[config.mk]
export PLATFORM = sky130hd
export DESIGN_NAME = hazard_ctrl
export DESIGN_NICKNAME = d
export VERILOG_FILES = /design/src/rtl/hazard_ctrl.sv
export SDC_FILE = /design/constraint.sdc
export NUM_CORES = 1
export LEC_CHECK = 0
export ABC_AREA = 1
export BUFFER_PORTS_ARGS = -buffer_cell sky130_fd_sc_hd__buf_4
export CAP_MARGIN = 0
export CORE_UTILIZATION = 61
export CTS_BUF_LIST = sky130_fd_sc_hd__clkbuf_4
export CTS_CLUSTER_SIZE = 30
export DETAILED_ROUTE_END_ITERATION = 10
export HOLD_SLACK_MARGIN = 0.03
export PLACE_DENSITY = 0.9
export SYNTH_ARGS = -nofsm -noshare
export SYNTH_HDL_FRONTEND = slang
export SYNTH_SLANG_ARGS = --single-unit
export TNS_END_PERCENT = 1
[constraint.sdc]
create_clock -name clk -period 3.6 [get_ports clk]
set_input_delay 0.72 -clock clk [delete_from_list [all_inputs] [get_ports clk]]
set_output_delay 0.72 -clock clk [all_outputs]
set_load 0.005 [all_outputs]
[src/rtl/hazard_ctrl.sv]
// Pipeline hazard controller for the 5-stage MIPS core: stall sequencing,
// forwarding select, IF/ID flush and stall/flush performance counters.
module hazard_ctrl #(
    parameter int CNT_W = 32
) (
    input  logic             clk,
    input  logic             rst,
    input  logic [4:0]       ID_Rs,
    input  logic [4:0]       ID_Rt,
    input  logic             ID_Beq,
    input  logic             ID_Jump,
    input  logic             branch,
    input  logic [4:0]       ID_EX_Rd,
    input  logic             ID_EX_RegWrite,
    input  logic             ID_EX_Mem2Reg,
    input  logic [4:0]       EX_MEM_Rd,
    input  logic             EX_MEM_RegWrite,
    input  logic             EX_MEM_Mem2Reg,
    input  logic [4:0]       MEM_WB_Rd,
    input  logic             MEM_WB_RegWrite,
    output logic             stall,
    output logic             PC_en,
    output logic             IF_ID_en,
    output logic             IF_ID_flush,
    output logic [3:0]       forwardSignal,
    output logic [CNT_W-1:0] stall_count,
    output logic [CNT_W-1:0] flush_count,
    output logic             dbg_in_stall
);

    typedef enum logic {
        S_RUN   = 1'b0,
        S_STALL = 1'b1
    } state_t;

    state_t     state_q, state_d;
    logic [1:0] remain_q, remain_d;
    logic       stall_raw;

    // Register-match terms; register 0 is hardwired and never a dependency.
    logic ex_hit_rs, ex_hit_rt, ex_hit;
    logic mem_hit_rs, mem_hit_rt, mem_hit;
    logic wb_hit_rs, wb_hit_rt;

    assign ex_hit_rs  = ID_EX_RegWrite  & (ID_EX_Rd  != 5'd0) & (ID_EX_Rd  == ID_Rs);
    assign ex_hit_rt  = ID_EX_RegWrite  & (ID_EX_Rd  != 5'd0) & (ID_EX_Rd  == ID_Rt);
    assign mem_hit_rs = EX_MEM_RegWrite & (EX_MEM_Rd != 5'd0) & (EX_MEM_Rd == ID_Rs);
    assign mem_hit_rt = EX_MEM_RegWrite & (EX_MEM_Rd != 5'd0) & (EX_MEM_Rd == ID_Rt);
    assign wb_hit_rs  = MEM_WB_RegWrite & (MEM_WB_Rd != 5'd0) & (MEM_WB_Rd == ID_Rs);
    assign wb_hit_rt  = MEM_WB_RegWrite & (MEM_WB_Rd != 5'd0) & (MEM_WB_Rd == ID_Rt);
    assign ex_hit     = ex_hit_rs | ex_hit_rt;
    assign mem_hit    = mem_hit_rs | mem_hit_rt;

    logic haz_br_load, haz_br_load_ex, haz_br_alu, haz_load_use;
    logic hazard, hazard_deep;

    assign haz_br_load    =  ID_Beq & mem_hit & EX_MEM_Mem2Reg;
    assign haz_br_load_ex =  ID_Beq & ex_hit  & ID_EX_Mem2Reg;
    assign haz_br_alu     =  ID_Beq & ex_hit  & ~ID_EX_Mem2Reg;
    assign haz_load_use   = ~ID_Beq & ex_hit  & ID_EX_Mem2Reg;
    assign hazard         = haz_br_load | haz_br_load_ex | haz_br_alu | haz_load_use;
    // BR_LOAD outranks BR_LOAD_EX, so the two-cycle stall only applies when it is the winner.
    assign hazard_deep    = haz_br_load_ex & ~haz_br_load;

    always_ff @(posedge clk) begin
        if (rst) begin
            state_q  <= S_RUN;
            remain_q <= 2'd0;
        end else begin
            state_q  <= state_d;
            remain_q <= remain_d;
        end
    end

    always_comb begin
        state_d   = state_q;
        remain_d  = remain_q;
        stall_raw = 1'b0;
        case (state_q)
            S_RUN: begin
                if (hazard) begin
                    stall_raw = 1'b1;
                    if (hazard_deep) begin
                        state_d  = S_STALL;
                        remain_d = 2'd1;
                    end
                end
            end
            S_STALL: begin
                stall_raw = 1'b1;
                if (remain_q <= 2'd1) begin
                    state_d  = S_RUN;
                    remain_d = 2'd0;
                end else begin
                    remain_d = remain_q - 2'd1;
                end
            end
            default: begin
                state_d  = S_RUN;
                remain_d = 2'd0;
            end
        endcase
    end

    function automatic logic [1:0] fwd_sel(input logic mem_hit_r, input logic wb_hit_r);
        if (mem_hit_r & ~EX_MEM_Mem2Reg) return 2'b01;
        else if (wb_hit_r)               return 2'b10;
        else                             return 2'b00;
    endfunction

    // Outputs are forced quiet during the reset cycle regardless of inputs.
    assign stall         = ~rst & stall_raw;
    assign PC_en         = ~stall;
    assign IF_ID_en      = ~stall;
    assign IF_ID_flush   = ~rst & ~stall & ((ID_Beq & branch) | ID_Jump);
    assign forwardSignal = rst ? 4'b0000
                               : {fwd_sel(mem_hit_rs, wb_hit_rs), fwd_sel(mem_hit_rt, wb_hit_rt)};
    assign dbg_in_stall  = (state_q == S_STALL);

    always_ff @(posedge clk) begin
        if (rst) begin
            stall_count <= '0;
            flush_count <= '0;
        end else begin
            if (stall)       stall_count <= stall_count + CNT_W'(1);
            if (IF_ID_flush) flush_count <= flush_count + CNT_W'(1);
        end
    end

endmodule
==> flow_summary_export.csv <==
group,metric,value,unit
floorplanning,die_w,89.8,µm
final_layout,num-nets-final,866,
placed_design,place_hpwl,10.1,mm
clock_network,clk_path_buf_depth,2,
final_layout,fin_area,5630,µm²
yosys,synth-warning-count,0,
final_layout,final_cell_mix,"213 x nand2_1, 112 x buf_4, 81 x nor2_1",
sta,whs,0.470,ns
outcome,status,"finished clean",
global_routing,grt_pass1_vias,5019,
global_routing,overflow,0,
worst_setup_path,critPathArrivalTime,2.27,ns
min_path,hold_path_class,"reg2reg",
global_routing,antenna_found_initial,0,
final_layout,multiInputGateArea,2910,µm²
sta,fmax,335,MHz
clock_network,cts_tree,"done",
final_layout,ff_latch_area,1340,µm²
floorplanning,rows,31,
yosys,synth_area_per_cell,6.40,µm²
final_layout,mostFrequentLayoutCell,"nand2_1",
job,drv_cap,0,
worst_setup_path,required,2.88,ns
yosys,synthesis.nets,772,
sta,fin_crit_sh,0.830,
global_routing,grt_use_total,0.350,
clock_network,cts_root_buf,"clkbuf_4",
worst_setup_path,ff2ff_setup_slack,1.54,ns
floorplanning,core,7370,µm²
floorplanning,die_h,89.8,µm
worst_setup_path,path_delay_family,"simple AND/OR/NAND/NOR gates",
floorplanning,dieArea,8060,µm²
final_layout,fillers,626,
final_layout,diodes,0,
worst_setup_path,path_max_fanout,32,
detailed_routing,drc,0,
detailed_routing,drtPass1Iterations,6,
detailed_routing,routedWlPerCell,14.9,µm
worst_setup_path,crit_path_start_kind,"primary input",
clock_network,clkTransAtPathRegs,0.10,ns
placed_design,portBuffers,107,
sta,finalClockSkew,0.0201,ns
worst_setup_path,slowest_delay,0.32,ns
clock_network,cts_setup_buffers,0,
yosys,synth_seq_cells,67,
detailed_routing,vias,5361,
floorplanning,ioPinCount,108,
sta,finalHoldViolCount,0,
detailed_routing,viasPerCell,5.75,
global_routing,grt_max_degree,55,
sta,setup-violations-final,0,
detailed_routing,drt_iter0_drc,372,
power_and_ir_drop,ir_drop,243,µV
worst_setup_path,critical_path_class,"in2out",
worst_setup_path,cp_slowest_cell,"nand3_4",
sta,layout_min_cycle_time,2.99,ns
placed_design,gp_congestion,0.971,
clock_network,holdBufCountCts,0,
sta,slew_headroom,0.593,
detailed_routing,wl,13.9,mm
sta,rsz0062_at_grt,"no",
power_and_ir_drop,p_leak,2.34,nW
power_and_ir_drop,powerDensity,264,nW/µm²
yosys,seq_area_frac_synth,0.285,
yosys,syn_inst,735,
detailed_routing,ant_nets,0,
final_layout,finish.utilization,0.763,
clock_network,clk_latency,0.41,ns
yosys,synthDistinctLibCells,39,
yosys,synth_area,4700,µm²
final_layout,syn_to_final_growth,19.6,%
worst_setup_path,cp-end-kind,"primary output",
placed_design,dpl-instance-area,5480,µm²
worst_setup_path,cp_common_cell,"inv_1",
placed_design,place_ws,0.657,ns
clock_network,cts.sinks,67,
global_routing,grt_pass1_wl,23.4,mm
clock_network,htreeDepth,3,
sta,setup_ws,0.611,ns
sta,setup_tns,0,ns
worst_setup_path,path_buf_inv,5,
sta,maxSlewViolCount,0,
final_layout,drive_above_1_share,0.181,
worst_setup_path,cp_cell_sequence,"buf_4, inv_1, nand4_1, o21ai_0, inv_1, nand3_2, nand2_2, nor2_4, nand3_4, inv_1, buf_4",
clock_network,postCtsResizedCells,0,
floorplanning,start_util,0.638,
clock_network,cts_buffers,9,
sta,worst_slew_pin_slew,0.610,ns
[final timing paths]
check / startpoint / end / cells past startpoint
worst max-delay path: ID_EX_Rd[1] / IF_ID_flush / 11
worst min-delay path: remain_q[1] / remain_q[1] / 2
worst max register to register: flush_count[1] / flush_count[14] / 6
worst min register to register: remain_q[1] / remain_q[1] / 2
[state kept, by name (all words and copies together) (netlist names)]
name / flops
stall_count: 32
flush_count: 32
remain_q: 2
dbg_in_stall: 1
[logic make-up (layout without fill, tap and decap cells)]
| logic type | count (synthesis) | after routing | share of synthesized area |
|---|---|---|---|
| simple gates | 431 | 431 | 0.413 |
| flops | 67 | 67 | 0.285 |
| compound gates | 77 | 77 | 0.0881 |
| buf+inv | 97 | 195 | 0.0950 |
| xor+xnor | 61 | 61 | 0.114 |
| fa+ha+maj | 2 | 2 | 0.00532 |
[routing by layer]
layer,global-route usage,share of wire
met5,0,0
met4,0.141,0.023
met3,0.0584,0.068
met1,0.426,0.41
met2,0.613,0.50
[worst register-to-register path, stage by stage (launching register included)]
cell,delay [ns]
dfxtp_1,0.47
ha_1,0.31
nand3_2,0.18
nor3_1,0.55
xor2_1,0.20
nand4_1,0.13
a21oi_1,0.16
[layout make-up]
| type | instances | area share |
|---|---|---|
| Clock inverter | 6 | 0.0145 |
| Inverter | 68 | 0.0456 |
| Multi-Input combinational cell | 571 | 0.518 |
| Sequential cell | 67 | 0.238 |
| Timing Repair Buffer | 112 | 0.149 |
| Tap cell | 99 | 0.0220 |
| Clock buffer | 9 | 0.0120 |
[stage by stage]
stage	instances	power, mW
floorplan	735	0.882
global placement	917	0.943
detailed placement	917	0.948
CTS	932	1.49
global route	932	1.54
finish	932	1.49
[synth_stat cells]
cell type    n  area share
clkinv_2     1      0.0011
nor2_2       1      0.0013
dfxtp_1     67        0.29
o211ai_1     1      0.0016
a21oi_1     61       0.065
o21a_1       1      0.0016
inv_1       59       0.047
and3_1       1      0.0013
o21bai_1     1      0.0016
clkbuf_1    15       0.012
nand2_4      1      0.0024
nand3_2      6       0.013
o22ai_1      2      0.0027
nand2_1    213        0.17
inv_2        8      0.0064
a2111oi_0    1      0.0019
buf_6       10       0.024
nand4_1     47       0.063
nor2_4       2      0.0048
or2_2        1      0.0013
nor4_2       1      0.0027
buf_2        2      0.0021
nand3_1     39       0.042
xor2_1      34       0.063
nand3b_1     4      0.0064
buf_4        1      0.0016
nor3b_1      1      0.0016
nand2_2      2      0.0027
nand3_4      1      0.0037
o41ai_1      1      0.0019
nor2_1      81       0.065
a21oi_4      1      0.0035
ha_1         2      0.0053
nor4_1       4      0.0053
nor3_1      26       0.028
o21ai_0      6      0.0064
buf_1        1     0.00080
xnor2_1     27       0.050
o21ai_1      2      0.0021
[report_power, final]
part | switching, mW | internal [mW] | leakage, nW
registers | 0.00686 | 0.745 | 0.540
clock network | 0.277 | 0.274 | 0.0808
logic | 0.116 | 0.0676 | 1.72
total | 0.400 | 1.09 | 2.34
(Power assumes the default switching activity.)
